## config.mk

```make
export PLATFORM = sky130hd
export DESIGN_NAME = field_blink_ctrl
export DESIGN_NICKNAME = d
export VERILOG_FILES = /design/src/rtl/field_blink_ctrl.sv
export SDC_FILE = /design/constraint.sdc
export NUM_CORES = 1
export LEC_CHECK = 0
export ABC_AREA = 1
export CORE_ASPECT_RATIO = 1.5
export CORE_UTILIZATION = 43
export CTS_BUF_LIST = sky130_fd_sc_hd__clkbuf_4 sky130_fd_sc_hd__clkbuf_8 sky130_fd_sc_hd__clkbuf_16
export CTS_CLUSTER_DIAMETER = 200
export DETAILED_ROUTE_END_ITERATION = 10
export GPL_TIMING_DRIVEN = 0
export MAX_ROUTING_LAYER = met4
export PLACE_DENSITY = 0.62
export SLEW_MARGIN = 10
export SYNTH_ARGS = -nofsm -noshare
export SYNTH_HDL_FRONTEND = slang
export SYNTH_SLANG_ARGS = --single-unit
```

## constraint.sdc

```tcl
create_clock -name blink_clk -period 1.9 [get_ports blink_clk]
set_clock_uncertainty 0.05 [all_clocks]
set_input_delay 0.57 -clock blink_clk [delete_from_list [all_inputs] [get_ports blink_clk]]
set_output_delay 0.57 -clock blink_clk [all_outputs]
set_load 0.005 [all_outputs]
```

## src/rtl/field_blink_ctrl.sv

```systemverilog
`default_nettype none
// ============================================================================
// Module      : field_blink_ctrl
// Description : N-field blink controller for the clock/alarm setting display.
//               Runs on the divided blink tick. It blanks the field under edit
//               with an asymmetric SHOW/HIDE phase and restarts the phase on
//               every keypress or position change, so the edited field is lit
//               right after user input. It also raises a one-tick inactivity
//               timeout so the mode controller can leave setting mode.
// Revision    : 1.0 - initial release
// ----------------------------------------------------------------------------
// Optional feature macro: FIELD_BLINK_ALL_EN
//   defined   : setting_mode 3 is an active blink mode that flashes the whole
//               display. The inactivity timer does not run in mode 3.
//   undefined : setting_mode 3 behaves like run mode.
// ----------------------------------------------------------------------------
// Ports:
//   blink_clk        in   1         divided blink tick (nominally 2 Hz)
//   rst_n            in   1         asynchronous active-low reset
//   setting_mode     in   2         0 run, 1 time set, 2 alarm set, 3 special
//   setting_position in   POS_W     index of the field under edit
//   i_key            in   1         synchronised one-tick keypress pulse
//   i_dis            in   N_FIELDS  per-field enable from upstream (1 = lit)
//   o_dis            out  N_FIELDS  per-field enable after blanking (1 = lit)
//   o_blink          out  1         high while the FSM is in HIDE
//   o_timeout        out  1         one-tick inactivity pulse
// ============================================================================
module field_blink_ctrl #(
  parameter int N_FIELDS      = 3,
  parameter int POS_W         = 2,
  parameter int ON_TICKS      = 1,
  parameter int OFF_TICKS     = 1,
  parameter int TIMEOUT_TICKS = 20
) (
  input  logic                blink_clk,
  input  logic                rst_n,
  input  logic [1:0]          setting_mode,
  input  logic [POS_W-1:0]    setting_position,
  input  logic                i_key,
  input  logic [N_FIELDS-1:0] i_dis,
  output logic [N_FIELDS-1:0] o_dis,
  output logic                o_blink,
  output logic                o_timeout
);

  localparam logic [15:0] ON_LAST     = 16'(ON_TICKS - 1);
  localparam logic [15:0] OFF_LAST    = 16'(OFF_TICKS - 1);
  localparam logic [15:0] TIMEOUT_MAX = 16'(TIMEOUT_TICKS);

  typedef enum logic [1:0] {
    ST_IDLE = 2'd0,
    ST_SHOW = 2'd1,
    ST_HIDE = 2'd2
  } state_t;

  state_t              state_q,   state_d;
  logic [15:0]         phase_q,   phase_d;
  logic [15:0]         idle_q,    idle_d;
  logic [POS_W-1:0]    pos_q,     pos_d;
  logic [N_FIELDS-1:0] dis_q,     dis_d;
  logic                blink_q,   blink_d;
  logic                timeout_q, timeout_d;

  logic                setting_active;
  logic                all_fields;
  logic                idle_run;
  logic                restart;
  logic [N_FIELDS-1:0] field_sel;
  logic [N_FIELDS-1:0] mask;

  // Mode decode: which modes blink, which blink everything, which are timed.
  always_comb begin
`ifdef FIELD_BLINK_ALL_EN
    setting_active = (setting_mode != 2'd0);
    all_fields     = (setting_mode == 2'd3);
    idle_run       = (setting_mode == 2'd1) || (setting_mode == 2'd2);
`else
    setting_active = (setting_mode == 2'd1) || (setting_mode == 2'd2);
    all_fields     = 1'b0;
    idle_run       = setting_active;
`endif
  end

  // One-hot field select; a position outside 0..N_FIELDS-1 matches nothing,
  // so an out-of-range position simply blanks no field.
  always_comb begin
    field_sel = '0;
    for (int i = 0; i < N_FIELDS; i++) begin
      field_sel[i] = (setting_position == POS_W'(i));
    end
  end

  assign restart = i_key || (setting_position != pos_q);

  always_comb begin
    state_d = state_q;
    phase_d = phase_q;
    pos_d   = setting_position;

    // Leaving setting mode overrides a restart and the phase sequencing.
    if (!setting_active) begin
      state_d = ST_IDLE;
      phase_d = '0;
    end else begin
      case (state_q)
        ST_IDLE: begin
          state_d = ST_SHOW;
          phase_d = '0;
        end
        ST_SHOW: begin
          if (restart) begin
            state_d = ST_SHOW;
            phase_d = '0;
          end else if (phase_q == ON_LAST) begin
            state_d = ST_HIDE;
            phase_d = '0;
          end else begin
            phase_d = phase_q + 16'd1;
          end
        end
        ST_HIDE: begin
          if (restart) begin
            state_d = ST_SHOW;
            phase_d = '0;
          end else if (phase_q == OFF_LAST) begin
            state_d = ST_SHOW;
            phase_d = '0;
          end else begin
            phase_d = phase_q + 16'd1;
          end
        end
        default: begin
          state_d = ST_IDLE;
          phase_d = '0;
        end
      endcase
    end

    // Blanking follows the pre-edge state, so o_dis lags the FSM by one tick.
    if (state_q == ST_HIDE) begin
      mask = all_fields ? {N_FIELDS{1'b1}} : field_sel;
    end else begin
      mask = '0;
    end
    dis_d   = i_dis & ~mask;
    blink_d = (state_d == ST_HIDE);

    // Inactivity counter saturates, so the timeout fires once per idle spell.
    if (!idle_run || i_key) begin
      idle_d = '0;
    end else if (idle_q != TIMEOUT_MAX) begin
      idle_d = idle_q + 16'd1;
    end else begin
      idle_d = idle_q;
    end
    timeout_d = (idle_d == TIMEOUT_MAX) && (idle_q != TIMEOUT_MAX);
  end

  always_ff @(posedge blink_clk or negedge rst_n) begin
    if (!rst_n) begin
      state_q   <= ST_IDLE;
      phase_q   <= '0;
      idle_q    <= '0;
      pos_q     <= '0;
      dis_q     <= {N_FIELDS{1'b1}};
      blink_q   <= 1'b0;
      timeout_q <= 1'b0;
    end else begin
      state_q   <= state_d;
      phase_q   <= phase_d;
      idle_q    <= idle_d;
      pos_q     <= pos_d;
      dis_q     <= dis_d;
      blink_q   <= blink_d;
      timeout_q <= timeout_d;
    end
  end

  assign o_dis     = dis_q;
  assign o_blink   = blink_q;
  assign o_timeout = timeout_q;

endmodule
`default_nettype wire

```

[Word-level counts from Yosys, hierarchy flattened]
Cells that the tools add are included.
Operators by class
  $add $sub $neg: 2
  eq/ne operators: 10
  bitwise gates (word level): 2
  multiplexer cells: 13
  reduce and logical (&&, ||, !) cells: 9
Operator list (number)
  $mux 16: 6
  $add 16x1->16 const B: 2
  $eq 16x5->1 const B: 1
  $logic_not 16->1: 1
  $ne 16x5->1 const B: 1
  $mux 2: 5
  $eq 2x2->1 const B: 4
  $eq 2x1->1 const B: 3
  $pmux 2 s3: 1
  $logic_not 2->1: 2
  $and 3x3->3: 1
  $logic_or 1x1->1: 3
  $mux 3: 1
  $not 3->3: 1
  $ne 2x2->1: 1
  $reduce_or 2->1: 1
  $logic_and 1x1->1: 1
  $logic_not 1->1: 1
Storage, ports and cells
  output and inout port bits: 5
  input bits: 10
  register bits after elaboration: 41
  logic and storage cells: 43

[Longest topological paths before layout]
Gate-level depths: netlist of run 1.
  depth in word-level cells: 7
  mapped depth: 13

[Worst setup path after synthesis of run 1]
OpenSTA, ideal clock, no wires.
  path kind: input -> register
  start point: input port setting_mode[1]
  end point: register timeout_q (netlist: o_timeout)
  data required time: 1770 ps
  path buffers: 1
  setup slack: 259 ps
  arrival time: 1511 ps
  stages: 9
  cell sequence: or2_1 > nand2_1 > nor2_2 > buf_4 > nand3_1 > nand2_1 > nor2_2 > nand2_1 > nor3_2
On the way
  word-level cells in the longest chain between the ends: 7
  elaborated cells between the ends (all ways): 8
Ends and longest elaborated chain
  from (decl): RTL line 37  | input logic [1:0] setting_mode,
  $eq 2x1->1 / $eq 2x2->1 (equally long branches): RTL line 78  | setting_active = (setting_mode == 2'd1) || (setting_mode == 2'd2);
  $logic_or 1x1->1 *: RTL line 78
  $logic_not 1->1 *: RTL line 149  | if (!idle_run || i_key) begin
  $logic_or 1x1->1 *: RTL line 149
  $mux 16 *: RTL line 149
  $eq 16x5->1 *: RTL line 156  | timeout_d = (idle_d == TIMEOUT_MAX) && (idle_q != TIMEOUT_MAX);
  $logic_and 1x1->1 *: RTL line 156
  named net timeout_d: RTL line 62  | logic timeout_q, timeout_d;
  to (signal assigned): RTL line 175  | timeout_q <= timeout_d;
  to (decl): RTL line 62
Mark *: on every way through the listed nets, which the timed path passes. The rest lies on a longest branch.

[Final worst setup path of run 1]
Same ends and word-level chain as after synthesis.

==> flow_summary.json, run 1 <==
{
  "status": "completed",
  "numPortBuffers": 14,
  "die_h_um": 96.11,
  "drt-pass1-iter-count": 4,
  "cts_sinks": 41,
  "cts_tree": "built",
  "antenna_found_initial": 0,
  "drv_slew": 0,
  "pre_cts_ws_ns": -0.4833,
  "seqCellArea_mm2": 0.001030,
  "grt_pass1_vias": 2057,
  "synth_common_cells": "62 x nand2_1, 61 x inv_1, 39 x nor2_1",
  "grt_max_degree": 38,
  "cpMostUsedCell": "nand3_2",
  "finalWorstPathRequiredPeriod_ns": 1.861,
  "numCtsBuffers": 5,
  "routed_wl_mm": 5.184,
  "arrival_ns": 2.03,
  "ys_warn_count": 0,
  "total_power_mw": 1.651,
  "multiInputGateArea_mm2": 0.001300,
  "cts-htree-levels": 2,
  "cp_num_buf_inv": 2,
  "avgRoutedWirePerCell_um": 12.11,
  "cp_cell_sequence": "clkdlybuf4s50_1 -> or2_1 -> nand2_2 -> nor2_4 -> buf_6 -> nand3_2 -> nand2_1 -> nor2_2 -> nand3_2 -> nor3_2",
  "ant_nets": 0,
  "cp-startpoint": "setting_mode[1]",
  "drive_gt1_share_pct": 18.72,
  "timing.rr.start": "idle_q[0]",
  "switching_share_pct": 22.80,
  "cts_max_path_buffers": 2,
  "syn_to_final_growth_pct": 17.40,
  "synth_edf_count": 0,
  "final_nets": 375,
  "combPwrFrac_pct": 8.5,
  "slew_headroom_pct": 75.94,
  "crit_cells": 10,
  "synth_top_cells_by_area": "dfrtp_1 37%, nand2_1 9.2%, inv_1 9.0%",
  "cap_violations": 0,
  "fp-row-count": 33,
  "crit_required_ns": 2.07,
  "cp-end-kind": "flip-flop",
  "grt_pass1_wl_mm": 8.935,
  "place_congestion": 0.8699,
  "pwr-share-clk_pct": 37.2,
  "yosysUniqueCellTypes": 34,
  "synthArstFlopShare_pct": 100.0,
  "peakVddDrop_v": 0.0003363,
  "cp_max_fo": 10,
  "n_antenna_cell": 0,
  "yosysTopAreaCell": "dfrtp_1",
  "max_stage_delay_ns": 0.41,
  "cp-start-kind": "input pin",
  "fin_crit_sh_pct": 97.97,
  "syn_nets": 347,
  "min_path_type": "in2async",
  "tightestPinTransition_ns": 0.3581,
  "grt_overflow_total": 0,
  "yosysSeqAreaShare_pct": 40.56,
  "setup_violations": 0,
  "dp_hpwl_mm": 3.985,
  "fin_ws_ns": 0.03862,
  "vias": 2073,
  "clock_tree.root_cell": "clkbuf_8",
  "power_density_mw_per_mm2": 553.9,
  "intPower_mw": 1.275,
  "cp-endpoint": "o_timeout",
  "synth.most_common_cell": "nand2_1",
  "synth_area_mm2": 0.002539,
  "power_switching_mw": 0.3764,
  "clock_latency_ns": 0.29,
  "reg2regPathDepth": 12,
  "track_usage_pct": 19.66,
  "rrSetupSlack_ns": 0.14,
  "die_w_um": 64.74,
  "clk_pin_slew_ns": 0.07,
  "crit_family": "simple AND/OR/NAND/NOR gates",
  "synth_flop_cell": "dfrtp_1",
  "fin_cells": 428,
  "drcViolationCount": 0,
  "io_pins": 15,
  "post-place-cells": 414,
  "max_freq_mhz": 537.2,
  "synthCells": 329,
  "vias_per_cell": 4.843,
  "start_util_pct": 45.54,
  "avgSynthCellArea_um2": 7.716,
  "rsz0062_at_grt": "true",
  "nFillCells": 565,
  "ys_seq_elements": 41,
  "drt_iter0_markers": 87,
  "hold_violations": 0,
  "power_leakage_nw": 1.484,
  "reg2reg_to": "o_timeout",
  "coreArea_mm2": 0.005574,
  "slowest_stage": "clkdlybuf4s50_1",
  "yosys.area.top_type_share_pct": 37.46,
  "power_frac_seq_pct": 54.3,
  "die_area_mm2": 0.006221,
  "critPathKind": "in2reg"
}
-- layout by cell type, fill, tap and decap left out, types with 2 or more instances in the layout --
cell type        netlist  layout
nand2_1               62      61
inv_1                 61      59
dfrtp_1               38      38
nor2_1                39      35
nand3_1               29      27
a21oi_1               11      11
nor3_1                 9       9
nor2_2                 5       8
ha_1                   8       8
clkdlybuf4s50_1        0       8
nand2_2                6       7
nand3_2                5       7
nor2_4                 6       7
clkbuf_8               0       7
xor2_1                 6       6
buf_4                  2       6
nor3_2                 6       5
inv_2                  2       4
nand4_1                4       4
o21ai_0                4       4
dlygate4sd2_1          0       4
dfstp_2                3       3
buf_6                  0       2
clkinv_2               1       2
a21o_1                 2       2
nand3b_1               2       2
xnor2_1                2       2
nor3_4                 1       2
nor3b_2                1       2
o21a_1                 2       2
nor3b_1                3       2
o31ai_1                2       2
-- final cells by class --
type / count / area share [%]
multi-input cells: 222 / 43.62
flip-flops and latches: 41 / 34.55
inverters: 64 / 8.102
repair buffers: 21 / 6.633
clock buffers: 7 / 3.233
well taps: 70 / 2.939
plain buffers: 2 / 0.7557
clock inverters: 1 / 0.1679
-- logic make-up (layout without fill, tap and decap cells) --
group / after synthesis / count (layout) / synth area share, %
AOI/OAI and AO/OA: 23 / 23 / 5.174
xor gates and xnor gates: 8 / 8 / 2.760
adders and majority gates: 8 / 8 / 3.943
buffers and inverters: 66 / 95 / 10.10
DFF: 41 / 41 / 40.56
and+or+nand+nor: 183 / 183 / 37.46
-- registers in the layout, indices dropped and copies added, names as in the netlist --
name	flops
idle_q	16
phase_q	16
o_dis	3
pos_q	2
state_q	2
o_blink	1
o_timeout	1
-- metrics by stage --
stage	cell area (um^2)	util (%)	setup TNS [ns]	hold WS, ns
detailed placement	2781	49.90	-7.895	0.3473
finish	2980	53.47	0	0.03785
CTS	2947	52.86	0	0.02769
global placement	2766	49.63	-39.27	0.4183
global route	2980	53.47	-0.08104	0.02668
floorplan	2539	-	0	0.2244
-- per-layer routing --
| metal | track usage, % | wire length [um] | up-vias |
|---|---|---|---|
| met3 | 2.962 | 63 | 15 |
| met4 | 10.93 | 165 | 0 |
| met2 | 35.16 | 2823 | 17 |
| li1 | - | - | 1089 |
| met1 | 20.39 | 2131 | 952 |
| met5 | - | 0 | - |
-- repair_timing --
item	4_1_cts	5_1_grt
setup buffers	4	2
hold buffers	0	0
setup endpoints to repair	20	15
pin swaps	6	3
endpoints found under the hold margin	0	0
gates resized for setup	15	5
-- worst min-delay path by stage --
| stage | endpoint | slack (ns) | cells after the start |
|---|---|---|---|
| after floorplan | idle_q[0] | 0.22 | 0 |
| after global placement | phase_q[0] | 0.42 | 1 |
| after detailed placement | idle_q[7] | 0.35 | 1 |
| after CTS | idle_q[7] | 0.03 | 1 |
| after global routing | idle_q[8] | 0.03 | 1 |
| final | idle_q[7] | 0.04 | 1 |
-- power by group through the flow --
stage          logic (mW)  clock network (mW)  registers, mW
2_1_floorplan      0.0627                   0          0.913
3_3_place_gp        0.124                   0          0.914
3_5_place_dp        0.129                   0          0.914
4_1_cts             0.143               0.647          0.897
5_1_grt             0.161               0.678          0.898
6_report            0.140               0.614          0.897
No activity file was read; power rests on OpenSTA's default activity.
==> inputs of run 2 (changes only) <==
SLEW_MARGIN = 0   (was 10)
==> run 2 against run 1 <==
The flow now finishes with violations (setup timing). Die area stayed put. Largest power group unchanged. Sequential power hardly changed. Fmax down 4.1%. Register-to-register slack hardly changed. Largest cell class unchanged. Hold slack worse by 0.018 ns. Wire length down 2.0%. Critical path type unchanged. Total power shrank 3.4%. Critical endpoint unchanged. Clock power down 9.0%. First-iteration DRC count decreased by 32%.
==> flow_summary.json, run 2 (synthesis results as in run 1) <==
{
  "cp-start-kind": "input pin",
  "finalWorstPathRequiredPeriod_ns": 1.942,
  "ant_nets": 0,
  "die_w_um": 64.74,
  "status": "finished, violations left",
  "n_antenna_cell": 0,
  "power_switching_mw": 0.3800,
  "postCtsHoldBufs": 0,
  "fin_area_mm2": 0.002957,
  "setup_violations": 1,
  "nFillCells": 545,
  "tightestPinTransition_ns": 0.3785,
  "grt_pass1_wl_mm": 8.749,
  "drt-pass1-iter-count": 4,
  "vias": 2066,
  "layout_commonest_cell": "nand2_1",
  "syn_to_final_growth_pct": 16.46,
  "slew_headroom_pct": 74.57,
  "die_h_um": 96.11,
  "die_area_mm2": 0.006221,
  "fin_ws_ns": -0.04186,
  "timing.rr.start": "idle_q[0]",
  "io_pins": 15,
  "clock_latency_ns": 0.29,
  "drcViolationCount": 0,
  "fin_cells": 428,
  "routed_wl_mm": 5.081,
  "final_nets": 375,
  "vias_per_cell": 4.827,
  "cts_tree": "built",
  "avgRoutedWirePerCell_um": 11.87,
  "cp_max_fo": 10,
  "final_cell_mix": "61 x nand2_1, 59 x inv_1, 38 x dfrtp_1, 36 x nor2_1, 27 x nand3_1",
  "switching_share_pct": 23.84,
  "max_freq_mhz": 515.0,
  "rsz0062_at_grt": "true",
  "drive_gt1_share_pct": 18.44,
  "cap_violations": 0,
  "grt_pass1_vias": 2004,
  "post-place-cells": 414,
  "power_density_mw_per_mm2": 539.2,
  "crit_required_ns": 2.06,
  "start_util_pct": 45.54,
  "cp-startpoint": "setting_mode[1]",
  "clock_tree.root_cell": "clkbuf_8",
  "postPlaceCellArea_mm2": 0.002781,
  "power_leakage_nw": 1.475,
  "dp_hpwl_mm": 3.963,
  "hold_violations": 0,
  "violations": "setup timing",
  "coreArea_mm2": 0.005574,
  "numPortBuffers": 14,
  "arrival_ns": 2.11,
  "intPower_mw": 1.214,
  "drt_iter0_markers": 59,
  "peakVddDrop_v": 0.0003328,
  "fin_util_pct": 53.04,
  "tns_ns": -0.04186,
  "cts-htree-levels": 2,
  "rrSetupSlack_ns": 0.14,
  "power_frac_seq_pct": 56.2,
  "fin_crit_sh_pct": 102.2,
  "track_usage_pct": 19.07,
  "antenna_found_initial": 0,
  "cts_sinks": 41,
  "grt_max_degree": 40,
  "min_path_type": "in2async",
  "clk_pin_slew_ns": 0.07,
  "combPwrFrac_pct": 8.7,
  "numCtsBuffers": 5,
  "reg2reg_to": "o_timeout",
  "place_congestion": 0.8699,
  "grt_overflow_total": 0,
  "cp-end-kind": "flip-flop",
  "drv_slew": 0,
  "cts_max_path_buffers": 2,
  "fp-row-count": 33,
  "reg2regPathDepth": 12,
  "cp-endpoint": "o_timeout",
  "critPathKind": "in2reg",
  "pwr-share-clk_pct": 35.1
}
-- run 2: changes by cell type in the layout (fill, tap and decap cells not counted) --
cell,before,now
clkbuf_8,7,5
nor2_2,8,7
clkbuf_4,0,1
nor2_1,35,36
clkinv_2,2,3
buf_2,1,2
buf_6,2,1
-- run 2: layout make-up --
cell class | instances | area [um^2] | area share (%)
multi-input combinational | 222 | 1297 | 43.88
sequential | 41 | 1030 | 34.83
inverter | 64 | 241.5 | 8.168
timing repair buffer | 21 | 195.2 | 6.602
tap | 70 | 87.58 | 2.962
clock buffer | 6 | 76.32 | 2.581
buffer | 2 | 18.77 | 0.6348
clock inverter | 2 | 10.01 | 0.3386
-- run 2: power groups by stage --
stage	registers, mW	clock network, mW	logic, mW
2_1_floorplan	0.913	0	0.0627
3_3_place_gp	0.914	0	0.124
3_5_place_dp	0.914	0	0.130
4_1_cts	0.897	0.587	0.137
5_1_grt	0.899	0.626	0.157
6_report	0.897	0.559	0.139
-- run 2: layer usage --
layer	track usage, %	vias to the layer above	part of all wire, %
met5	-	-	0
met4	8.333	0	2.5
met3	2.844	11	2.0
met2	34.11	26	54
met1	20.69	939	41
li1	-	1090	-
-- run 2: worst min path at each step --
stage,from,to,slack [ns]
6_report,rst_n,idle_q[9],0.02
5_1_grt,rst_n,idle_q[7],0.0001
4_1_cts,rst_n,idle_q[7],0.005
3_5_place_dp,rst_n,idle_q[7],0.33
3_3_place_gp,phase_q[0],phase_q[0],0.42
2_1_floorplan,rst_n,idle_q[0],0.22
-- run 2: what timing repair did --
action                                  4_1_cts  5_1_grt
endpoints found under the setup margin       19       15
cloned                                        1        0
setup buffers                                 3        2
gates resized for setup                      11        7
pin swaps                                     4        2
-- run 2: worst max-delay path, cell delays in order --
cell	delay (ns)
clkdlybuf4s50_1	0.42
or2_1	0.24
nand2_2	0.11
nor2_4	0.06
buf_4	0.18
nand3_1	0.12
nand2_1	0.07
nor2_2	0.12
nand3_2	0.11
nor3_2	0.12
-- run 2: stage by stage --
step / hold WS, ns / worst slack [ns] / power [mW]
2_1_floorplan: 0.2244 / 0.2586 / 0.9756
3_3_place_gp: 0.4183 / -0.8071 / 1.038
3_5_place_dp: 0.3312 / -0.4812 / 1.044
4_1_cts: 0.005188 / -0.03400 / 1.620
5_1_grt: 0.0001041 / -0.08677 / 1.682
6_report: 0.01988 / -0.04186 / 1.594
